<file path="config.mk">
export PLATFORM = sky130hd
export DESIGN_NAME = product_accumulator_flat
export DESIGN_NICKNAME = d
export VERILOG_FILES = /design/src/rtl/product_accumulator_if.sv /design/src/rtl/product_accumulator.sv /design/src/flat_wrapper.sv
export SDC_FILE = /design/constraint.sdc
export NUM_CORES = 1
export LEC_CHECK = 0
export BUFFER_PORTS_ARGS = -buffer_cell sky130_fd_sc_hd__buf_4
export CORE_ASPECT_RATIO = 1.1
export CORE_MARGIN = 3
export CORE_UTILIZATION = 35
export CTS_BUF_LIST = sky130_fd_sc_hd__clkbuf_8
export DETAILED_ROUTE_END_ITERATION = 16
export PLACE_DENSITY = 0.63
export SKIP_LAST_GASP = 1
export SLEW_MARGIN = 5
export SYNTH_ARGS = -nofsm -noshare
export SYNTH_HDL_FRONTEND = slang
export SYNTH_SLANG_ARGS = --single-unit
</file>
<file path="constraint.sdc">
create_clock -name clk -period 4.3 [get_ports clk]
set_clock_uncertainty 0.05 [all_clocks]
set_input_delay 0.86 -clock clk [delete_from_list [all_inputs] [get_ports clk]]
set_output_delay 0.86 -clock clk [all_outputs]
set_load 0.01 [all_outputs]
</file>
<file path="src/rtl/product_accumulator_if.sv">
// Product-in / sum-out handshake bundle for product_accumulator.
// The upstream producer and result consumer sit on the master side; the accumulator is the slave.
interface product_accumulator_if #(
    parameter int ACC_W = 24,
    parameter int CNT_W = 3
);
    logic             prod_valid;
    logic [15:0]      prod_in;
    logic             prod_ready;
    logic             clear;
    logic             sum_valid;
    logic             sum_ready;
    logic [ACC_W-1:0] sum_out;
    logic             sum_ovf;
    logic [CNT_W-1:0] term_cnt;

    modport master (
        output prod_valid, prod_in, clear, sum_ready,
        input  prod_ready, sum_valid, sum_out, sum_ovf, term_cnt
    );

    modport slave (
        input  prod_valid, prod_in, clear, sum_ready,
        output prod_ready, sum_valid, sum_out, sum_ovf, term_cnt
    );
endinterface

</file>
<file path="src/rtl/product_accumulator.sv">
// Sums groups of N_TERMS unsigned 16-bit products into a saturating ACC_W accumulator
// and hands each group result out on a valid/ready port.
module product_accumulator #(
    parameter int N_TERMS = 8,
    parameter int ACC_W   = 24
) (
    input  logic                  clk,
    input  logic                  rst_n,
    product_accumulator_if.slave  bus
);
    localparam int                CNT_W    = $clog2(N_TERMS);
    localparam logic [CNT_W-1:0]  LAST_CNT = CNT_W'(N_TERMS - 1);

    typedef enum logic {
        ACCUM = 1'b0,
        HOLD  = 1'b1
    } state_e;

    state_e           state_q, state_d;
    logic [ACC_W-1:0] acc_q, acc_d;
    logic [ACC_W-1:0] sum_out_q, sum_out_d;
    logic [CNT_W-1:0] cnt_q, cnt_d;
    logic             grp_ovf_q, grp_ovf_d;
    logic             sum_ovf_q, sum_ovf_d;

    logic             prod_ready;
    logic             sum_valid;
    logic             accept;
    logic             last_term;
    logic             ovf_now;
    logic [ACC_W:0]   sum_ext;
    logic [ACC_W-1:0] acc_sat;

    // NOTE: sequential state is always written with <= so every flop samples pre-edge values.
    always_ff @(posedge clk) begin
        if (!rst_n) state_q <= ACCUM;
        else        state_q <= state_d;
    end

    always_comb begin
        state_d = state_q;
        case (state_q)
            ACCUM:   if (accept && last_term) state_d = HOLD;
            HOLD:    if (bus.sum_ready)       state_d = ACCUM;
            default: state_d = ACCUM;
        endcase
    end

    // Ready looks only at state and clear, never at prod_valid or sum_ready.
    always_comb begin
        prod_ready = (state_q == ACCUM) && !bus.clear;
        sum_valid  = (state_q == HOLD);
    end

    assign accept    = bus.prod_valid && prod_ready;
    assign last_term = (cnt_q == LAST_CNT);
    assign sum_ext   = {1'b0, acc_q} + {{(ACC_W - 15){1'b0}}, bus.prod_in};
    assign ovf_now   = sum_ext[ACC_W];
    assign acc_sat   = ovf_now ? {ACC_W{1'b1}} : sum_ext[ACC_W-1:0];

    always_comb begin
        // NOTE: every next-state value defaults to its current value so no latch is inferred.
        acc_d     = acc_q;
        cnt_d     = cnt_q;
        grp_ovf_d = grp_ovf_q;
        sum_out_d = sum_out_q;
        sum_ovf_d = sum_ovf_q;
        if ((state_q == ACCUM) && bus.clear) begin
            acc_d     = '0;
            cnt_d     = '0;
            grp_ovf_d = 1'b0;
        end else if (accept) begin
            if (last_term) begin
                sum_out_d = acc_sat;
                sum_ovf_d = grp_ovf_q | ovf_now;
                acc_d     = '0;
                cnt_d     = '0;
                grp_ovf_d = 1'b0;
            end else begin
                acc_d     = acc_sat;
                cnt_d     = cnt_q + CNT_W'(1);
                grp_ovf_d = grp_ovf_q | ovf_now;
            end
        end
    end

    always_ff @(posedge clk) begin
        if (!rst_n) begin
            acc_q     <= '0;
            cnt_q     <= '0;
            grp_ovf_q <= 1'b0;
            sum_out_q <= '0;
            sum_ovf_q <= 1'b0;
        end else begin
            acc_q     <= acc_d;
            cnt_q     <= cnt_d;
            grp_ovf_q <= grp_ovf_d;
            sum_out_q <= sum_out_d;
            sum_ovf_q <= sum_ovf_d;
        end
    end

    assign bus.prod_ready = prod_ready;
    assign bus.sum_valid  = sum_valid;
    assign bus.sum_out    = sum_out_q;
    assign bus.sum_ovf    = sum_ovf_q;
    assign bus.term_cnt   = cnt_q;
endmodule

</file>
<file path="src/flat_wrapper.sv">
// flat-port wrapper written by rule: the top's interface ports become plain ports
module product_accumulator_flat 
#(
    parameter int N_TERMS = 8,
    parameter int ACC_W   = 24
)
  (clk, rst_n, bus_prod_valid, bus_prod_in, bus_clear, bus_sum_ready, bus_prod_ready, bus_sum_valid, bus_sum_out, bus_sum_ovf, bus_term_cnt);
  product_accumulator_if #(.ACC_W(ACC_W), .CNT_W($clog2((8)))) bus_i ();
  input  logic clk;
  input  logic rst_n;
  input wire logic [$bits(bus_i.prod_valid)-1:0] bus_prod_valid;
  input wire logic [$bits(bus_i.prod_in)-1:0] bus_prod_in;
  input wire logic [$bits(bus_i.clear)-1:0] bus_clear;
  input wire logic [$bits(bus_i.sum_ready)-1:0] bus_sum_ready;
  output wire logic [$bits(bus_i.prod_ready)-1:0] bus_prod_ready;
  output wire logic [$bits(bus_i.sum_valid)-1:0] bus_sum_valid;
  output wire logic [$bits(bus_i.sum_out)-1:0] bus_sum_out;
  output wire logic [$bits(bus_i.sum_ovf)-1:0] bus_sum_ovf;
  output wire logic [$bits(bus_i.term_cnt)-1:0] bus_term_cnt;
  assign bus_i.prod_valid = bus_prod_valid;
  assign bus_i.prod_in = bus_prod_in;
  assign bus_i.clear = bus_clear;
  assign bus_i.sum_ready = bus_sum_ready;
  assign bus_prod_ready = bus_i.prod_ready;
  assign bus_sum_valid = bus_i.sum_valid;
  assign bus_sum_out = bus_i.sum_out;
  assign bus_sum_ovf = bus_i.sum_ovf;
  assign bus_term_cnt = bus_i.term_cnt;
  product_accumulator #(.N_TERMS(N_TERMS), .ACC_W(ACC_W)) u_core (.clk(clk), .rst_n(rst_n), .bus(bus_i));
endmodule
</file>
==> impl_metrics.yaml <==
run_status:
  status: "complete, no violations"
route:
  via_per_inst: 5.613
  drt_iter0_drc: 204
  route.detailed.drc: 0
  drt_pass1_iterations: 5
  antenna_left: 0
  routed_wl_mm: 8.653
  vias: 3020
  drt-wirelength-per-cell_um: 16.08
sta:
  finalCritPeriodShare: 0.7462
  finalHoldWorstSlack_ns: 0.4161
  period_minus_slack_ns: 3.209
  final_max_slew_viol_count: 0
  rsz0062_at_grt: "no"
  finalHoldViolCount: 0
  max_freq_mhz: 311.6
  relSlewSlack: 0.3859
  setup_ws_ns: 1.091
  fin_setup_tns_ns: 0
  worst_pin_slew_ns: 0.9142
  setup_viol: 0
clock_network:
  clk_path_buf_depth: 2
  ctsHoldBuffers: 0
  insertion_delay_ns: 0.31
  cts.sinks: 54
  htreeDepth: 2
  clk_pin_slew_worst_paths_ns: 0.11
  cts_tree: "done"
  post_cts.repair.setup_buffers: 0
  cts_root_buffer: "clkbuf_8"
  cts_resized: 0
  cts_buffers: 5
synthesis:
  synth-xor-area-share: 0.03356
  synthAdderAreaFrac: 0.07831
  synth_nets: 425
  synth-simple-area-share: 0.1702
  yosysWarnings: 0
  synth.distinct_cells: 60
  synth_area_um2: 3132
  synth.area.mux_share: 0.01598
  synthCells: 385
  yosys.area.top_type: "dfxtp_1"
  ys_ff_latch: 54
  yosysTopAreaCellShare: 0.3452
  synth_edf_count: 0
  synth_compound_area_frac: 0.3248
  yosys_most_used_dff: "dfxtp_1"
  synth_top_family_by_area: "compound AO/OA/AOI/OAI gates"
  synth_area_leaders: "dfxtp_1 35%, o21ai_0 8.2%, a21oi_1 7.4%"
  yosysSeqAreaShare: 0.3452
  synthArstFlopShare: 0
  syn_area_per_cell_um2: 8.134
final_layout:
  fill_cells: 875
  fin_nets: 466
  regArea_um2: 1081
  drive_gt1_frac: 0.1686
  multiInputGateArea_um2: 1951
  final_common_cell: "dfxtp_1"
  layout_common_cells: "54 x dfxtp_1, 53 x buf_4, 51 x o21ai_0, 46 x a21oi_1, 42 x nand2_1"
  area_growth_pct: 18.54
  insertedDiodeCount: 0
  design_area_um2: 3712
worst_hold_path:
  min-delay-path-class: "flip-flop to flip-flop"
  hold_path_startpoint: "u_core.acc_q[14]"
global_route:
  grt_use_met2: 0.2837
  grt_pass1_wl_mm: 14.15
  gr-total-overflow: 0
  top_usage_layer: "met2"
  grt_max_degree: 30
  grt_use_met1: 0.2410
  antenna_found_initial: 0
  grt_usage: 0.1760
  first_global_vias: 2909
  gr-usage-met3: 0.02998
die:
  start_util: 0.3667
  core_area_um2: 8539
  num_rows: 35
  io_pins: 51
  die_w_um: 96.19
  die_h_um: 105.2
  die-area_um2: 10120
placed_design:
  io_buffer_count: 50
  hpwl_mm: 6.337
  post-place-ws_ns: 0.7394
  placed_cell_area_um2: 3591
  gp_congestion: 0.8628
worst_setup_path:
  arrival_ns: 3.38
  cp_max_fo: 18
  path_class: "input port to flip-flop"
  critPathCaptureType: "flip-flop"
  startpoint_type: "input port"
  required_ns: 4.47
  startpoint: "bus_prod_in[0]"
  r2r_start: "u_core.acc_q[0]"
flow_run:
  cap_violations: 0
pwr:
  leakagePower_nw: 1.514
  p_per_area_nw_per_um2: 271.1
  ir_drop_v: 0.0001234
-- report_power, final --
part           leakage [nW]  internal [W]  switching (W)
Sequential            0.436      0.000504     0.00000277
Combinational          1.02     0.0000495      0.0000767
Clock                0.0618      0.000192       0.000181
-- per-layer routing --
| layer | part of all wire | wire [µm] |
|---|---|---|
| met1 | 0.45 | 3922 |
| met2 | 0.49 | 4206 |
| met3 | 0.050 | 436 |
| met4 | 0.010 | 87 |
| met5 | 0 | 0 |
-- path summary, 6_finish.rpt --
| path | cells past startpoint | slack (ns) | to |
|---|---|---|---|
| max reg2reg | 8 | 1.44 | u_core.bus.sum_out[9] |
| min | 2 | 0.42 | u_core.acc_q[14] |
| min reg2reg | 2 | 0.42 | u_core.acc_q[14] |
| max | 9 | 1.09 | u_core.bus.sum_out[9] |
-- state kept, by name (all words and copies together) (netlist names) --
name	count
u_core.acc_q	24
u_core.bus.sum_out	24
u_core.bus.term_cnt	3
u_core.bus.sum_ovf	1
u_core.bus.sum_valid	1
u_core.grp_ovf_q	1
-- synthesized netlist by cell type (2+ instances only) --
cell type / n
or3_1: 4
ha_1: 18
o31ai_1: 6
and4_1: 2
o31a_1: 2
nor3_1: 12
a211oi_1: 5
dfxtp_1: 54
a2111o_1: 2
o21ai_1: 2
inv_1: 6
and2_1: 4
and3_1: 6
a22oi_1: 4
nand4_1: 3
a211oi_4: 2
o21ai_0: 51
o21bai_1: 3
a21oi_1: 46
a211oi_2: 2
mux2i_1: 5
a311oi_1: 2
a21oi_2: 2
xnor2_1: 10
nand2b_1: 3
nand2_1: 42
nand3_1: 3
clkbuf_1: 15
o2111ai_1: 2
nor2_1: 25
xor2_1: 2
o211ai_1: 3
a21o_1: 5
a31oi_1: 6
-- critical path, cell delays in order --
cell and delay (ns):
buf_4 0.11, ha_1 0.21, fa_1 0.42, a211oi_1 0.44
nor4_2 0.11, a211oi_4 0.46, a211oi_4 0.27, o21bai_1 0.27
o21ba_2 0.22
-- metrics by stage --
| step | total power, W | std cells | utilization |
|---|---|---|---|
| after detailed placement | 0.0006429 | 530 | 0.4205 |
| final | 0.001006 | 538 | 0.4347 |
| after global routing | 0.001048 | 538 | 0.4347 |
| after global placement | 0.0006418 | 530 | 0.4205 |
| after floorplan | 0.0006017 | 385 | - |
| after CTS | 0.001013 | 538 | 0.4347 |
-- logic make-up (layout without fill, tap and decap cells) --
kind of cell	count (synthesis)	count (layout)
fa+ha+maj	19	19
buf+inv	25	67
flops	54	54
compound gates	159	159
mux	5	5
xor+xnor	12	12
simple gates	111	111
-- layout make-up --
class / instances / share of cell area
Timing Repair Buffer: 53 / 0.1072
Sequential cell: 54 / 0.2912
Clock inverter: 2 / 0.01045
Inverter: 6 / 0.006067
Tap cell: 111 / 0.03741
Clock buffer: 6 / 0.02224
Multi-Input combinational cell: 306 / 0.5254
(Power assumes the default switching activity.)
